--- config.mk ---
export PLATFORM = sky130hd
export DESIGN_NAME = user_id_reader_flat
export DESIGN_NICKNAME = d
export VERILOG_FILES = /design/src/rtl/user_id_reader_if.sv /design/src/rtl/user_id_reader.sv /design/src/flat_wrapper.sv
export SDC_FILE = /design/constraint.sdc
export NUM_CORES = 1
export LEC_CHECK = 0
export ABC_AREA = 1
export CORE_MARGIN = 8
export CORE_UTILIZATION = 35
export DETAILED_ROUTE_END_ITERATION = 10
export PLACE_DENSITY = 0.62
export SYNTH_ARGS = -nofsm -noshare
export SYNTH_HDL_FRONTEND = slang
export SYNTH_SLANG_ARGS = --single-unit
--- constraint.sdc ---
create_clock -name clk -period 1.55 [get_ports clk]
set_input_delay 0.31 -clock clk [delete_from_list [all_inputs] [get_ports clk]]
set_output_delay 0.31 -clock clk [all_outputs]
set_load 0.1 [all_outputs]
--- src/rtl/user_id_reader_if.sv ---
// ---------------------------------------------------------------------------
// user_id_reader_if
//   Bundles the user-project-ID reader's data and handshake signals.
//
//   mask_rev  [31:0]  tie-cell programmed user project ID
//   rd_req            parallel read request (level, 4-phase)
//   id_valid          parallel read acknowledge, id_data valid
//   id_data   [31:0]  captured ID (shadow register)
//   ser_start         request one serial frame
//   ser_out           serial line, idle high
//   ser_busy          serial engine occupied
//   ser_done          one-cycle pulse after the stop bit
//
//   master : drives the requests and mask_rev (system side / testbench)
//   slave  : the reader itself
// ---------------------------------------------------------------------------
interface user_id_reader_if;
    logic [31:0] mask_rev;
    logic        rd_req;
    logic        id_valid;
    logic [31:0] id_data;
    logic        ser_start;
    logic        ser_out;
    logic        ser_busy;
    logic        ser_done;

    modport master (
        output mask_rev, rd_req, ser_start,
        input  id_valid, id_data, ser_out, ser_busy, ser_done
    );

    modport slave (
        input  mask_rev, rd_req, ser_start,
        output id_valid, id_data, ser_out, ser_busy, ser_done
    );
endinterface

--- src/rtl/user_id_reader.sv ---
// ---------------------------------------------------------------------------
// user_id_reader
//   Captures the 32-bit user project ID from mask_rev into a shadow register
//   and offers it two ways:
//     - parallel: 4-phase rd_req / id_valid handshake, id_data = shadow
//     - serial:   one frame on ser_out per ser_start:
//                 start(0), shadow[31]..shadow[0], [parity], stop(1),
//                 every bit CLK_DIV clk cycles long
//
//   Parameters
//     CLK_DIV   serial bit period in clk cycles (1..255)
//
//   Ports
//     clk       rising-edge clock
//     reset     asynchronous, active-high reset
//     bus       user_id_reader_if.slave (mask_rev, rd_req, id_valid, id_data,
//               ser_start, ser_out, ser_busy, ser_done)
//
//   Build option
//     USER_ID_PARITY_EN  when defined, an even-parity bit (XOR of the shadow)
//                        is sent between the last data bit and the stop bit.
// ---------------------------------------------------------------------------
module user_id_reader #(
    parameter int CLK_DIV = 4
) (
    input  logic             clk,
    input  logic             reset,
    user_id_reader_if.slave  bus
);

    typedef enum logic [2:0] {
        S_IDLE,
        S_CAPTURE,
        S_START,
        S_SHIFT,
`ifdef USER_ID_PARITY_EN
        S_PARITY,
`endif
        S_STOP,
        S_HOLD
    } state_t;

    localparam logic [7:0] DIV_LAST = 8'(CLK_DIV - 1);

    state_t      r_state;
    logic [31:0] r_shadow;
    logic [7:0]  r_div;       // cycles spent in the current bit
    logic [5:0]  r_bit;       // data bits already sent
    logic        r_serial;    // CAPTURE was entered for a serial frame
    logic        r_id_valid;
    logic        r_ser_out;
    logic        r_busy;
    logic        r_done;

    logic        w_div_end;
    logic [4:0]  w_next_idx;

    assign w_div_end  = (r_div == DIV_LAST);
    // Data bits go out MSB first: after r_bit bits, the next one is 30-r_bit.
    assign w_next_idx = 5'd30 - r_bit[4:0];

    always_ff @(posedge clk or posedge reset) begin
        if (reset) begin
            r_state    <= S_IDLE;
            r_shadow   <= '0;
            r_div      <= '0;
            r_bit      <= '0;
            r_serial   <= 1'b0;
            r_id_valid <= 1'b0;
            r_ser_out  <= 1'b1;
            r_busy     <= 1'b0;
            r_done     <= 1'b0;
        end else begin
            r_done <= 1'b0;
            case (r_state)
                S_IDLE: begin
                    r_div <= '0;
                    r_bit <= '0;
                    // ser_start has priority; a rd_req held alongside it is
                    // picked up on return to IDLE because it is level-held.
                    if (bus.ser_start) begin
                        r_state  <= S_CAPTURE;
                        r_serial <= 1'b1;
                        r_busy   <= 1'b1;
                    end else if (bus.rd_req) begin
                        r_state  <= S_CAPTURE;
                        r_serial <= 1'b0;
                        r_busy   <= 1'b1;
                    end
                end

                S_CAPTURE: begin
                    r_shadow <= bus.mask_rev;
                    if (r_serial) begin
                        r_state   <= S_START;
                        r_ser_out <= 1'b0;
                    end else begin
                        r_state    <= S_HOLD;
                        r_id_valid <= 1'b1;
                        r_busy     <= 1'b0;
                    end
                end

                S_START: begin
                    if (w_div_end) begin
                        r_div     <= '0;
                        r_state   <= S_SHIFT;
                        r_ser_out <= r_shadow[31];
                    end else begin
                        r_div <= r_div + 8'd1;
                    end
                end

                S_SHIFT: begin
                    if (w_div_end) begin
                        r_div <= '0;
                        r_bit <= r_bit + 6'd1;
                        if (r_bit == 6'd31) begin
`ifdef USER_ID_PARITY_EN
                            r_state   <= S_PARITY;
                            r_ser_out <= ^r_shadow;
`else
                            r_state   <= S_STOP;
                            r_ser_out <= 1'b1;
`endif
                        end else begin
                            r_ser_out <= r_shadow[w_next_idx];
                        end
                    end else begin
                        r_div <= r_div + 8'd1;
                    end
                end

`ifdef USER_ID_PARITY_EN
                S_PARITY: begin
                    if (w_div_end) begin
                        r_div     <= '0;
                        r_state   <= S_STOP;
                        r_ser_out <= 1'b1;
                    end else begin
                        r_div <= r_div + 8'd1;
                    end
                end
`endif

                S_STOP: begin
                    if (w_div_end) begin
                        r_div   <= '0;
                        r_bit   <= '0;
                        r_state <= S_IDLE;
                        r_busy  <= 1'b0;
                        r_done  <= 1'b1;
                    end else begin
                        r_div <= r_div + 8'd1;
                    end
                end

                S_HOLD: begin
                    if (!bus.rd_req) begin
                        r_id_valid <= 1'b0;
                        r_state    <= S_IDLE;
                    end
                end

                default: r_state <= S_IDLE;
            endcase
        end
    end

    assign bus.id_data  = r_shadow;
    assign bus.id_valid = r_id_valid;
    assign bus.ser_out  = r_ser_out;
    assign bus.ser_busy = r_busy;
    assign bus.ser_done = r_done;

endmodule

--- src/flat_wrapper.sv ---
// flat-port wrapper written by rule: the top's interface ports become plain ports
module user_id_reader_flat 
#(
    parameter int CLK_DIV = 4
)
  (clk, reset, bus_mask_rev, bus_rd_req, bus_ser_start, bus_id_valid, bus_id_data, bus_ser_out, bus_ser_busy, bus_ser_done);
  user_id_reader_if bus_i ();
  input  logic clk;
  input  logic reset;
  input wire logic [$bits(bus_i.mask_rev)-1:0] bus_mask_rev;
  input wire logic [$bits(bus_i.rd_req)-1:0] bus_rd_req;
  input wire logic [$bits(bus_i.ser_start)-1:0] bus_ser_start;
  output wire logic [$bits(bus_i.id_valid)-1:0] bus_id_valid;
  output wire logic [$bits(bus_i.id_data)-1:0] bus_id_data;
  output wire logic [$bits(bus_i.ser_out)-1:0] bus_ser_out;
  output wire logic [$bits(bus_i.ser_busy)-1:0] bus_ser_busy;
  output wire logic [$bits(bus_i.ser_done)-1:0] bus_ser_done;
  assign bus_i.mask_rev = bus_mask_rev;
  assign bus_i.rd_req = bus_rd_req;
  assign bus_i.ser_start = bus_ser_start;
  assign bus_id_valid = bus_i.id_valid;
  assign bus_id_data = bus_i.id_data;
  assign bus_ser_out = bus_i.ser_out;
  assign bus_ser_busy = bus_i.ser_busy;
  assign bus_ser_done = bus_i.ser_done;
  user_id_reader #(.CLK_DIV(CLK_DIV)) u_core (.clk(clk), .reset(reset), .bus(bus_i));
endmodule
==> run metrics <==
Final Setup Violations 0; buffers and inverters on the worst path 0; Diodes inserted 0; final hold slack 0.229 ns; CTS Buf Count 5; crit path time final 1.53 ns; H-tree levels 2; CTS root buf clkbuf_8; origin of the critical flop-to-flop path u_core.r_bit[1]$_DFFE_PP0P_; CTS Hold Bufs 0; most frequent cells in the layout nand2_1 (154), dfrtp_1 (51), buf_12 (41), nand3_1 (36), clkdlybuf4s50_1 (35); final core utilization 0.576; worst skew pair latency 0.30 ns; WP data required 1.73 ns; clock transition at the registers of the reported paths 0.10 ns; sequential area share after synthesis 0.487; critical path launch point type flop; die area 11000 µm²; wire per inst 13.8 µm; Hold Path Class in2async; Initial Util 0.359; main flop type after synthesis dfrtp_1; R2R depth 7; core area 7730 µm²; critical path's top delay family simple AND/OR/NAND/NOR gates; Worst Path Max Fanout 6; CP Depth 7; Netlist Area Pre-Place 2780 µm²; CP max stage delay 0.44 ns; kind of critical path reg2reg; clock tree buffer depth 2; worst path cell trace ha_2 -> nand3_2 -> or2_4 -> nand2_4 -> o2111ai_4 -> nor2_1 -> a21oi_1; Die W 105 µm; Slew Viols, Final 0; first-pass GRT wire length 12900 µm; largest net degree at the start of global routing 34; post-route ant nets 0; flops & latches, synth 54; Rel. slew slack 0.796; post-synth net total 401; clk_skew 0.0119 ns; EDFF count, synth 0; Avg Vias per Cell 4.70; synthesized instance count 362; DRC 0; final number of hold-violating endpoints 0; gpl congestion 0.834; period utilization 0.987; measured slew at the worst slew-check pin 0.306 ns; std cell rows 32; Layout area overhead 60.4%; GRT Util Overall 0.140; Distinct cells, synth 32; DRT Wirelength 7790 µm; Crit. End Element flop; Mapped Avg Cell Area 7.67 µm²; initial antenna violation count 0; IO Port Bufs 71; most common cell after layout, fill and taps aside nand2_1; synth warn 0; share of layout cells above drive strength 1 0.252; status finished, final reports clean; Post-DP HPWL 5980 µm; number of global-route vias before repair 2665; # IOs 72; final net count 502; Max Cap Violations 0; total grt overflow 0; RSZ-0062 raised after global routing true; slowest cell on the critical path dfrtp_1; # fillers 663; Worst EP arrival 1.71 ns; CTS sink count 54; vias 2659; First-pass DRT Iterations 4; Peak Freq 654 MHz; CTS tree done; Initial DRC Count 141; die height 105 µm; asr flop ratio synth 1.00; Critical path origin u_core.r_bit[1]$_DFFE_PP0P_
==> through the flow <==
stage	std cells	area [µm²]	setup WS (ns)	setup TNS, ns
final	566	4450	0.0199	0
after global routing	566	4450	-0.0584	-0.211
after CTS	556	4250	-0.0280	-0.0280
after detailed placement	548	4160	0.00663	0
after global placement	548	4160	0.0365	0
after floorplan	362	2780	-0.0751	-0.0751
==> Yosys cell counts, types with 2 or more instances <==
cell type  number  area (µm²)
a21oi_1         5        25.0
buf_2           3        15.0
clkbuf_1        7        26.3
dfrtp_1        53        1330
ha_1            3        37.5
inv_1          18        67.6
inv_2          13        48.8
nand2_1       156         586
nand3_1        39         195
nand4_1         2        12.5
nor2_1         13        48.8
nor2_2          2        12.5
nor3_1          4        20.0
o21ai_0         9        45.0
o21ai_1         6        30.0
o22ai_1         5        31.3
o31ai_2         2        25.0
xor2_1          8        70.1
==> cell families (layout without fill, tap and decap cells) <==
logic type	count (synthesis)	after routing	share of synthesized area
simple gates	220	220	0.331
flops	54	54	0.487
buf+inv	44	146	0.0631
compound gates	32	32	0.0770
xor+xnor	9	9	0.0284
fa+ha+maj	3	3	0.0135
==> flip-flops by register name (all words and copies together), names as in the netlist <==
| signal | count |
|---|---|
| u_core.bus.ser_busy | 1 |
| u_core.r_serial | 1 |
| u_core.r_state | 3 |
| u_core.bus.id_valid | 1 |
| u_core.r_div | 8 |
| u_core.bus.ser_done | 1 |
| u_core.bus.id_data | 32 |
| u_core.bus.ser_out | 1 |
| u_core.r_bit | 6 |
==> routing by layer <==
metal / track usage / share of wire / up-vias
met1: 0.178 / 0.45 / 1248
met4: 0.0398 / 0.012 / 0
met2: 0.230 / 0.50 / 52
li1: - / - / 1352
met3: 0.0332 / 0.042 / 7
met5: 0 / 0 / -
==> final timing paths <==
path	to	slack [ns]
max in group asynchronous	u_core.bus.id_data[17]$_DFFE_PP0N_	0.83
min in group clk	u_core.bus.id_data[17]$_DFFE_PP0N_	0.54
max	u_core.r_state[1]$_DFFE_PP0P_	0.02
min reg2reg	u_core.bus.id_data[17]$_DFFE_PP0N_	0.56
max reg2reg	u_core.r_state[1]$_DFFE_PP0P_	0.02
min	u_core.bus.id_data[23]$_DFFE_PP0N_	0.23
==> worst reg2reg max path: stages (launching register included) <==
cell and delay, ns:
dfrtp_1 0.44, ha_2 0.22, nand3_2 0.07, or2_4 0.28
nand2_4 0.08, o2111ai_4 0.14, nor2_1 0.14, a21oi_1 0.05
==> cell type report <==
| type | instances | area, µm² | share of cell area |
|---|---|---|---|
| timing repair buffer | 105 | 1420 | 0.318 |
| sequential | 54 | 1360 | 0.304 |
| multi-input combinational | 264 | 1320 | 0.297 |
| inverter | 33 | 140 | 0.0315 |
| tap | 102 | 128 | 0.0287 |
| clock buffer | 7 | 86.3 | 0.0194 |
| clock inverter | 1 | 5.00 | 0.00112 |
==> repair_timing <==
| item | CTS | global route |
|---|---|---|
| resized for setup | 0 | 28 |
| cloned | 0 | 1 |
| buffers inserted | 0 | 9 |
| setup endpoints to repair | 1 | 14 |
| pin swaps | 0 | 11 |
Power is not shown: default switching activity piles up to over one toggle a cycle in this logic, so the estimate is an artifact.
